`config.mk`:
```
export PLATFORM = sky130hd
export DESIGN_NAME = uart_receiver
export DESIGN_NICKNAME = d
export VERILOG_FILES = /design/src/rtl/uart_receiver.sv
export SDC_FILE = /design/constraint.sdc
export NUM_CORES = 1
export LEC_CHECK = 0
export ABC_AREA = 1
export BUFFER_PORTS_ARGS = -buffer_cell sky130_fd_sc_hd__buf_2
export CAP_MARGIN = 5
export CORE_MARGIN = 8
export CORE_UTILIZATION = 62
export CTS_CLUSTER_DIAMETER = 100
export DETAILED_ROUTE_END_ITERATION = 8
export PLACE_DENSITY_LB_ADDON = 0.2
export SYNTH_ARGS = -nofsm -noshare
export SYNTH_HDL_FRONTEND = slang
export SYNTH_SLANG_ARGS = --single-unit
```
`constraint.sdc`:
```
create_clock -name clk -period 4.16 [get_ports clk]
set_clock_uncertainty 0.1 [all_clocks]
set_input_delay 1.248 -clock clk [delete_from_list [all_inputs] [get_ports clk]]
set_output_delay 1.248 -clock clk [all_outputs]
set_load 0.01 [all_outputs]
```
`src/rtl/uart_receiver.sv`:
```
// 8N1 UART receiver with a 2-flop line synchroniser, a mid-bit sampling FSM and a one-byte output holding register.
// Define UART_RX_MAJORITY_EN to take each sample as a 2-of-3 vote over the last three synchronised line values.
module uart_receiver #(
    parameter int unsigned CLKS_PER_BIT = 10416
) (
    input  logic       clk,
    input  logic       reset,
    input  logic       RxD,
    input  logic       rx_ready,
    output logic [7:0] rx_data,
    output logic       rx_valid,
    output logic       busy,
    output logic       frame_err,
    output logic       overrun
);

    // state  | meaning
    // IDLE   | waiting for a falling edge on the synchronised line
    // START  | counting to mid start bit to confirm it is still low
    // DATA   | sampling eight data bits at one-bit intervals, LSB first
    // STOP   | sampling the stop bit; high completes the byte, low is a framing error

    localparam int unsigned CW = $clog2(CLKS_PER_BIT);
    localparam logic [CW-1:0] CNT_HALF = CW'(CLKS_PER_BIT / 2 - 1);
    localparam logic [CW-1:0] CNT_FULL = CW'(CLKS_PER_BIT - 1);

    typedef enum logic [1:0] {
        IDLE  = 2'd0,
        START = 2'd1,
        DATA  = 2'd2,
        STOP  = 2'd3
    } state_t;

    logic          sync1_q, sync1_d;
    logic          sync2_q, sync2_d;
    logic [1:0]    sync_vld_q, sync_vld_d;
    logic          rxd_prev_q, rxd_prev_d;
    logic          rxd_s;
    logic          sample_bit;

    state_t        state_q, state_d;
    logic [CW-1:0] cnt_q, cnt_d;
    logic [2:0]    idx_q, idx_d;
    logic [7:0]    shift_q, shift_d;
    logic          done_q, done_d;
    logic          ferr_q, ferr_d;

    logic [7:0]    rx_data_q, rx_data_d;
    logic          rx_valid_q, rx_valid_d;
    logic          ovr_q, ovr_d;

    assign rxd_s = sync2_q;

    // sync_vld marks when rxd_s reflects the real line rather than the reset
    // preset, so a line held low across reset is never mistaken for an edge.
    always_comb begin
        sync1_d    = RxD;
        sync2_d    = sync1_q;
        sync_vld_d = {sync_vld_q[0], 1'b1};
        rxd_prev_d = sync_vld_q[1] & rxd_s;
    end

`ifdef UART_RX_MAJORITY_EN
    logic [1:0] hist_q, hist_d;

    always_comb begin
        hist_d     = {hist_q[0], rxd_s};
        sample_bit = (rxd_s & hist_q[0]) | (rxd_s & hist_q[1]) | (hist_q[0] & hist_q[1]);
    end

    always_ff @(posedge clk) begin
        if (reset) begin
            hist_q <= 2'b11;
        end else begin
            hist_q <= hist_d;
        end
    end
`else
    always_comb begin
        sample_bit = rxd_s;
    end
`endif

    always_comb begin
        state_d = state_q;
        cnt_d   = cnt_q + CW'(1);
        idx_d   = idx_q;
        shift_d = shift_q;
        done_d  = 1'b0;
        ferr_d  = 1'b0;

        unique case (state_q)
            IDLE: begin
                cnt_d = '0;
                if (rxd_prev_q && !rxd_s) begin
                    state_d = START;
                end
            end
            START: begin
                if (cnt_q == CNT_HALF) begin
                    cnt_d   = '0;
                    idx_d   = 3'd0;
                    state_d = sample_bit ? IDLE : DATA;
                end
            end
            DATA: begin
                if (cnt_q == CNT_FULL) begin
                    cnt_d          = '0;
                    shift_d[idx_q] = sample_bit;
                    if (idx_q == 3'd7) begin
                        state_d = STOP;
                    end else begin
                        idx_d = idx_q + 3'd1;
                    end
                end
            end
            STOP: begin
                if (cnt_q == CNT_FULL) begin
                    cnt_d   = '0;
                    state_d = IDLE;
                    if (sample_bit) begin
                        done_d = 1'b1;
                    end else begin
                        ferr_d = 1'b1;
                    end
                end
            end
            default: begin
                state_d = IDLE;
            end
        endcase
    end

    // A completed byte lands one edge after the stop sample; a held,
    // unaccepted byte wins over the new one.
    always_comb begin
        rx_data_d  = rx_data_q;
        rx_valid_d = rx_valid_q;
        ovr_d      = 1'b0;

        if (done_q) begin
            if (!rx_valid_q || rx_ready) begin
                rx_data_d  = shift_q;
                rx_valid_d = 1'b1;
            end else begin
                ovr_d = 1'b1;
            end
        end else if (rx_valid_q && rx_ready) begin
            rx_valid_d = 1'b0;
        end
    end

    always_ff @(posedge clk) begin
        if (reset) begin
            sync1_q    <= 1'b1;
            sync2_q    <= 1'b1;
            sync_vld_q <= 2'b00;
            rxd_prev_q <= 1'b0;
            state_q    <= IDLE;
            cnt_q      <= '0;
            idx_q      <= 3'd0;
            shift_q    <= 8'h00;
            done_q     <= 1'b0;
            ferr_q     <= 1'b0;
            rx_data_q  <= 8'h00;
            rx_valid_q <= 1'b0;
            ovr_q      <= 1'b0;
        end else begin
            sync1_q    <= sync1_d;
            sync2_q    <= sync2_d;
            sync_vld_q <= sync_vld_d;
            rxd_prev_q <= rxd_prev_d;
            state_q    <= state_d;
            cnt_q      <= cnt_d;
            idx_q      <= idx_d;
            shift_q    <= shift_d;
            done_q     <= done_d;
            ferr_q     <= ferr_d;
            rx_data_q  <= rx_data_d;
            rx_valid_q <= rx_valid_d;
            ovr_q      <= ovr_d;
        end
    end

    assign rx_data   = rx_data_q;
    assign rx_valid  = rx_valid_q;
    assign busy      = (state_q != IDLE);
    assign frame_err = ferr_q;
    assign overrun   = ovr_q;

endmodule

```
# ---- After elaboration in Yosys (flattened, before gate mapping)
# Cells that the tools add are included.
dict set report totals {
  input_bits 4
  elab_cells 77
  ff_bits 44
  output_inout_bits 12
}
dict set report classes {
  n_eq_ne 13
  add_sub_neg 2
  bitwise 4
  n_reduce_logical 18
  order_cmp 2
  muxes 24
}
# cell n
set op_table {}
lappend op_table {{$pmux W14 S3} 1}
lappend op_table {{$mux W14} 2}
lappend op_table {{$add A14 B1 Y14 const B} 1}
lappend op_table {{$eq A14 B13 Y1 const B} 1}
lappend op_table {{$eq A14 B14 Y1 const B} 1}
lappend op_table {{$mux W2} 6}
lappend op_table {{$ne A2 B2 Y1 const B} 6}
lappend op_table {{$mux W3} 3}
lappend op_table {{$bwmux W8} 1}
lappend op_table {{$mux W1} 8}
lappend op_table {{$pmux W2 S4} 1}
lappend op_table {{$pmux W3 S2} 1}
lappend op_table {{$reduce_and A2 Y1} 3}
lappend op_table {{$reduce_bool A2 Y1} 3}
lappend op_table {{$reduce_and A5 Y1} 1}
lappend op_table {{$eq A2 B2 Y1 const B} 2}
lappend op_table {{$lt A3 B4 Y1 const B} 1}
lappend op_table {{$reduce_and A4 Y1} 1}
lappend op_table {{$reduce_or A2 Y1} 2}
lappend op_table {{$add A3 B1 Y3 const B} 1}
lappend op_table {{$demux W1 S3} 1}
lappend op_table {{$eq A3 B3 Y1 const B} 1}
lappend op_table {{$ge A3 B1 Y1 const B} 1}
lappend op_table {{$logic_and A1 B1 Y1} 3}
lappend op_table {{other kinds (8)} 11}

# ---- Logic depth before layout (Yosys ltp)
# Gate-level depths: netlist of the first run.
dict set report logic_depth {
  ltp_word 5
  ltp_mapped 12
  mapped_depth_nobuf 12
}

# ---- Worst setup path after synthesis of the first run
# Ideal clock, no wire load.
dict set report synth_timing {
  kind {input to register}
  start {input reset}
  end {register cnt_q[6]}
  setup_slack_ns 2.016
  cell_stages 5
  required_ns 3.941
  path_buffers 2
  setup_time_ns 0.119
  arrival_time_ns 1.924
  cell_sequence {clkbuf_1 -> inv_1 -> nand2_1 -> buf_4 -> nor3_1}
}
# element line_no
set synth_rtl {}
lappend synth_rtl {{from (decl)} 7} ;# input logic reset,
lappend synth_rtl {{to (signal assigned)} 174} ;# cnt_q <= cnt_d;
lappend synth_rtl {{to (decl)} 42} ;# logic [CW-1:0] cnt_q, cnt_d;

==> summary.txt, run 1 <==
Placed design
  • IO Port Bufs: 15
  • DP Worst Slack: 1.37 ns
  • Final HPWL DP: 2.46 mm
  • GP Congestion: 0.821

Logic synthesis
  • Leading area contributor after synthesis: dfxtp_1
  • Post-Synth Adder-Cell Area: 0.0201
  • Yosys warnings: 0
  • Top cells by count, synth: 47 x nor2_1, 44 x dfxtp_1, 40 x inv_1
  • Mux contribution to synthesized area: 0
  • Post-synthesis cell count: 253
  • #FFs+latches synth: 44
  • Dominant synthesized flop cell: dfxtp_1
  • Post-Synth Simple-Gate Area: 0.286
  • Synth cell types: 24
  • Top cells by area, synth: dfxtp_1 47%, nor2_1 9.4%, inv_1 8.0%
  • Largest family of logic cells by synthesized area: simple AND/OR/NAND/NOR gates
  • Register area share after synthesis: 0.471
  • Post-Syn Nets: 260
  • Syn_area_per_cell: 7.39 um^2
  • Cell area after synthesis: 1870 um^2
  • Number of synthesized flops with an enable pin: 0
  • Most frequent cell after synthesis: nor2_1
  • Async S/R FF share, synth: 0
  • Yosys top cell area share: 0.471
  • Area fraction in compound gates after synthesis: 0.100
  • Synth Area in XOR/XNOR: 0.0281

Timing
  • Fin. max-slew vios: 0
  • Setup_tns: 0 ns
  • Worst rel slew slack: 0.540
  • Hold Vio Cnt, Final: 0
  • Final setup margin: 1.72 ns
  • Actual slew at the worst max-slew pin: 0.687 ns
  • # setup viols final: 0
  • Unrepaired setup endpoints after global routing: false
  • Final min period: 2.44 ns
  • WHS: 0.329 ns
  • FMAX: 410 MHz
  • Fin crit share: 0.586

Cells and area
  • Area grow syn2layout: 8.30%
  • Final core utilization: 0.686
  • Layout cells sized above 1: 0.137
  • Nets: 277
  • Antenna diodes: 0

Setup path
  • Worst path bufs/invs: 2
  • CP max-delay cell: dfxtp_1
  • CP Capture Type: output pin
  • Crit Path Category: flop to output pin
  • CP arrival: 1.09 ns
  • Cell Chain, Critical Path: nor2_1 -> inv_1 -> buf_2
  • Worst setup SP type: flop
  • Top delay family on crit path: flip-flops
  • Max stage delay on crit path: 0.37 ns
  • Worst-path maximum fanout: 6
  • Required @ worst endpoint: 2.81 ns

Floorplanning
  • Die area: 5030 um^2
  • Num ports: 16
  • Die H: 70.9 um
  • Die width: 70.9 um
  • Num rows: 20
  • Area of the core: 2950 um^2
  • Initial Util: 0.633

GRT
  • Total congestion overflow: 0
  • Largest net degree at the start of global routing: 23
  • Antenna violations before repair: 0
  • Vias in the first global route: 1336
  • Overall routing resource usage: 0.138
  • First-pass GRT wire length: 5.65 mm

Clock network
  • Clock buffer count from CTS: 5
  • # hold bufs at CTS: 0
  • Clk Latency, worst-skew pair: 0.34 ns
  • # clock sinks: 44
  • CTS tree: yes
  • CTS max path bufs: 2
  • Reg clk slew, reported paths: 0.12 ns
  • Root buf cell: clkbuf_4
  • # H-tree levels: 2
  • Resized Gates After CTS: 0
  • Post-CTS Setup Bufs: 0

Route
  • Detail Route Antenna Nets: 0
  • Initial drt markers: 123
  • Drt first pass iters: 5
  • DR WL/cell: 10.8 um
  • Via Count: 1544
  • DRC: 0
  • Vias per inst: 5.08
  • Routed wire length: 3.29 mm

Pwr
  • Overall Power: 681 uW
  • Power per cell area: 336 nW/um^2
  • Peak supply drop: 209 uV
  • LEAKAGE: 0.000899 uW

Min path
  • Worst hold path class: flop to flop

Outcome
  • Status: finished clean

Flow run
  • Max-cap violations: 0
==> flip-flops by register name (all words and copies together) (netlist names), named ones only <==
register and count:
state_q 1, rx_data 8, cnt_q 14, frame_err 1, rx_valid 1, sync1_q 1, idx_q 3, done_q 1
rxd_prev_q 1, sync_vld_q 2, rxd_s 1, shift_q 8, overrun 1
==> power by group <==
group / internal [uW] / switching, uW / leakage [uW] / total (uW)
Clock: 80.6 / 129 / 0.0000380 / 210
Sequential: 427 / 5.12 / 0.000356 / 432
Combinational: 12.7 / 26.2 / 0.000505 / 38.9
Total: 520 / 161 / 0.000899 / 681
==> cell type report <==
type	count	area, um^2
clock buffer	6	51.3
clock inverter	2	10.0
fill	256	928
inverter	41	154
multi-input combinational	163	812
sequential	44	881
tap	33	41.3
timing repair buffer	15	75.1
==> cells by family (layout without fill, tap and decap cells) <==
kind of cell,count (synthesis),count (layout)
XOR/XNOR,6,6
AND/OR/NAND/NOR,117,117
AO/OA/AOI/OAI,37,37
flip-flops,44,44
adder cells (fa/ha/maj),3,3
buffers and inverters,46,64
==> through the flow <==
| step | instance area [um^2] | instances |
|---|---|---|
| floorplan | 1870 | 253 |
| global placement | 1960 | 296 |
| detailed placement | 1960 | 296 |
| CTS | 2020 | 304 |
| global route | 2020 | 304 |
| finish | 2020 | 304 |
==> worst reg2reg max path, cell delays in order (launching register included) <==
cell	delay, ns
dfxtp_1	0.37
ha_1	0.21
nand3_2	0.12
nor2_2	0.16
nand2_2	0.10
nand2_1	0.07
nand2_1	0.07
nand2_1	0.35
a21oi_1	0.07
o21a_1	0.12
==> layout by cell type, fill, tap and decap left out, types with 8 or more instances in the layout <==
cell,netlist,routed
buf_2,0,15
inv_1,40,40
nor2_1,47,47
nand2_1,32,32
o21ai_0,17,17
a21oi_1,19,19
nor3_1,8,8
nand3_1,12,12
dfxtp_1,44,44
==> routing by layer <==
metal	global-route usage	vias up	wire length, um
met1	0.175	680	1730
met2	0.204	31	1370
met4	0.0508	0	10
met3	0.0579	2	173
li1	-	831	-
met5	0	-	0
==> worst paths after layout <==
kind,to,slack (ns),cells past startpoint,start
hold / removal,rxd_prev_q,0.33,2,sync_vld_q[1]
hold reg to reg,rxd_prev_q,0.33,2,sync_vld_q[1]
setup reg to reg,cnt_q[9],2.33,9,cnt_q[0]
setup / recovery,busy,1.72,3,flop
Note: power is estimated with default switching activity, not from simulation.
==> run 2, diff against run 1 <==
--- a/config.mk
+++ b/config.mk
@@ -5,11 +5,11 @@
 export SDC_FILE = /design/constraint.sdc
 export NUM_CORES = 1
 export LEC_CHECK = 0
-export ABC_AREA = 1
+export ABC_AREA = 0
 export BUFFER_PORTS_ARGS = -buffer_cell sky130_fd_sc_hd__buf_2
 export CAP_MARGIN = 5
 export CORE_MARGIN = 8
-export CORE_UTILIZATION = 62
+export CORE_UTILIZATION = 52
 export CTS_CLUSTER_DIAMETER = 100
 export DETAILED_ROUTE_END_ITERATION = 8
 export PLACE_DENSITY_LB_ADDON = 0.2
==> constraint.sdc (replaced) <==
create_clock -name clk -period 2.1 [get_ports clk]
set_clock_uncertainty 0.1 [all_clocks]
set_input_delay 0.63 -clock clk [delete_from_list [all_inputs] [get_ports clk]]
set_output_delay 0.63 -clock clk [all_outputs]
set_load 0.01 [all_outputs]
==> summary.txt, run 2 <==
Outcome
  • Status: finished clean

Route
  • DRC: 0 (unchanged)
  • Via Count: 1511 (-2.1%)
  • Vias per inst: 5.56 (+9.4%)
  • Initial drt markers: 85 (-31%)
  • Drt first pass iters: 4 (-1)
  • Detail Route Antenna Nets: 0 (unchanged)
  • Routed wire length: 3.61 mm (+10%)
  • DR WL/cell: 13.3 um (+23%)

Logic synthesis
  • Number of synthesized flops with an enable pin: 0 (unchanged)
  • Top cells by area, synth: dfxtp_1 46%, mux2i_1 6.2%, nor2_1 5.3%
  • Register area share after synthesis: 0.457 (-0.0138)
  • Yosys top cell area share: 0.457 (-0.0138)
  • Post-Synth Adder-Cell Area: 0.0195 (-0.000587)
  • Area fraction in compound gates after synthesis: 0.0715 (-0.0289)
  • Post-Syn Nets: 211 (-19%)
  • Post-synthesis cell count: 204 (-19%)
  • #FFs+latches synth: 44 (unchanged)
  • Leading area contributor after synthesis: dfxtp_1
  • Syn_area_per_cell: 9.44 um^2 (+28%)
  • Most frequent cell after synthesis: dfxtp_1
  • Async S/R FF share, synth: 0 (unchanged)
  • Mux contribution to synthesized area: 0.0624 (+0.0624)
  • Synth cell types: 40 (+67%)
  • Synth Area in XOR/XNOR: 0.0546 (+0.0265)
  • Dominant synthesized flop cell: dfxtp_1
  • Post-Synth Simple-Gate Area: 0.293 (+0.00724)
  • Cell area after synthesis: 1930 um^2 (+3.0%)
  • Top cells by count, synth: 44 x dfxtp_1, 27 x nor2_1, 12 x mux2i_1
  • Yosys warnings: 0 (unchanged)
  • Largest family of logic cells by synthesized area: simple AND/OR/NAND/NOR gates

Pwr
  • Power per cell area: 632 nW/um^2 (+88%)
  • LEAKAGE: 0.000845 uW (-6.0%)
  • Peak supply drop: 469 uV (+120%)
  • Overall Power: 1360 uW (+100%)

Cells and area
  • Final core utilization: 0.598 (-0.0877)
  • Nets: 231 (-17%)
  • Most frequent cells in the layout: 44 x dfxtp_1, 27 x nor2_1, 15 x buf_2
  • Antenna diodes: 0 (unchanged)
  • FF/Latch Area: 881 um^2 (unchanged)
  • Area grow syn2layout: 12.0%
  • Layout cells sized above 1: 0.170 (+0.0331)
  • Commonest non-fill, non-tap cell in the layout: dfxtp_1
  • Finished Layout Cells: 272 (-11%)
  • # fillers: 313 (+22%)
  • Multi-input logic area: 975 um^2 (+20%)
  • Most flops, register: cnt_q
  • Number of flip-flops under the largest register name: 14 (unchanged)

Timing
  • Final setup margin: 0.179 ns (-1.54 ns)
  • Hold Vio Cnt, Final: 0 (unchanged)
  • # setup viols final: 0 (unchanged)
  • FMAX: 520 MHz
  • Fin crit share: 0.915
  • Final min period: 1.92 ns
  • Worst rel slew slack: 0.674 (+0.134)
  • Unrepaired setup endpoints after global routing: false
  • Setup_tns: 0 ns (unchanged)
  • Actual slew at the worst max-slew pin: 0.482 ns (-0.205 ns)
  • Fin. max-slew vios: 0 (unchanged)

Floorplanning
  • Initial Util: 0.534 (-0.0990)
  • Die width: 76.9 um (+8.4%)
  • Area of the core: 3610 um^2 (+22%)
  • Num rows: 22 (+10%)
  • Die H: 76.9 um (+8.4%)
  • Die area: 5910 um^2 (+17%)
  • Num ports: 16 (unchanged)

Placed design
  • IO Port Bufs: 15 (unchanged)
  • DP Worst Slack: 0.101 ns (-1.27 ns)
  • Final HPWL DP: 2.56 mm (+4.3%)
  • GP Congestion: 0.811 (-1.2%)
  • Dpl cells: 265 (-10%)

GRT
  • First-pass GRT wire length: 6.27 mm (+11%)
  • Largest net degree at the start of global routing: 22 (-4.3%)
  • Vias in the first global route: 1444 (+8.1%)
  • Overall routing resource usage: 0.125 (-0.0138)
  • Antenna violations before repair: 0 (unchanged)
  • Total congestion overflow: 0 (unchanged)

Clock network
  • Clk Latency, worst-skew pair: 0.29 ns (-0.05 ns)
  • # H-tree levels: 2 (unchanged)
  • Clock buffer count from CTS: 5 (unchanged)
  • Root buf cell: clkbuf_8
  • Post-CTS Setup Bufs: 0 (unchanged)
  • Reg clk slew, reported paths: 0.08 ns (-0.04 ns)
  • CTS tree: yes
  • # clock sinks: 44 (unchanged)
  • CTS max path bufs: 2 (unchanged)

Setup path
  • Worst-path maximum fanout: 14 (+8)
  • CP Capture Type: flop
  • Crit Path Category: flop to flop
  • Worst R2R Start: cnt_q[12]
  • Required @ worst endpoint: 2.19 ns (-0.62 ns)
  • Worst setup SP type: flop
  • Setup crit start: cnt_q[12]
  • CP arrival: 2.01 ns (+0.92 ns)

Flow run
  • Max-cap violations: 0 (unchanged)

Min path
  • Worst hold path class: flop to flop
  • Hold Startpoint: sync1_q
-- run 2: worst paths after layout --
kind               to  cells after the start  slack [ns]
min reg2reg     rxd_s                      1        0.32
min             rxd_s                      1        0.32
max          cnt_q[6]                      5        0.18
max reg2reg  cnt_q[6]                      5        0.18
-- run 2: per-layer routing --
| layer | part of all wire | vias to the layer above | track usage | routed length (um) |
|---|---|---|---|---|
| li1 | - | 762 | - | - |
| met1 | 0.49 | 719 | 0.147 | 1780 |
| met2 | 0.46 | 26 | 0.206 | 1670 |
| met3 | 0.040 | 4 | 0.0443 | 146 |
| met4 | 0.0061 | 0 | 0.0346 | 22 |
| met5 | 0 | - | 0 | 0 |
-- run 2: per-stage QoR --
step,cell area (um^2),hold slack [ns]
after floorplan,1930,0.289
after global routing,2160,0.338
after global placement,2060,0.299
after detailed placement,2060,0.306
final,2160,0.319
after CTS,2150,0.325
-- run 2: what timing repair did --
item | in CTS | in global routing
gates resized for setup | 0 | 2
hold buffers | 0 | 0
endpoints found under the setup margin | 0 | 8
-- run 2: area by class of cell --
| cell class | instances | area share |
|---|---|---|
| inverter | 9 | 0.0157 |
| timing repair buffer | 20 | 0.0580 |
| multi-input combinational | 144 | 0.452 |
| clock buffer | 5 | 0.0319 |
| tap | 48 | 0.0279 |
| sequential | 44 | 0.409 |
| clock inverter | 2 | 0.00580 |
-- run 2: power breakdown --
group | switching [uW] | internal (uW) | total [uW] | leakage (uW)
clock network | 272 | 225 | 497 | 0.0000400
registers | 2.92 | 838 | 841 | 0.000356
logic | 15.4 | 7.51 | 22.9 | 0.000450
total | 291 | 1070 | 1360 | 0.000845
-- run 2: cell families (layout without fill, tap and decap cells) --
| kind of cell | after synthesis | in the layout |
|---|---|---|
| multiplexers | 12 | 12 |
| AO/OA/AOI/OAI | 21 | 21 |
| XOR/XNOR | 12 | 12 |
| adder cells (fa/ha/maj) | 3 | 3 |
| AND/OR/NAND/NOR | 96 | 96 |
| buffers and inverters | 16 | 36 |
| flip-flops | 44 | 44 |
-- run 2: worst max-delay path, cell delays in order, from the launching register on --
cell and delay, ns:
dfxtp_1 0.45, nor4bb_1 0.51, nand4_1 0.23, a32oi_2 0.31, buf_12 0.17, nor2_1 0.05
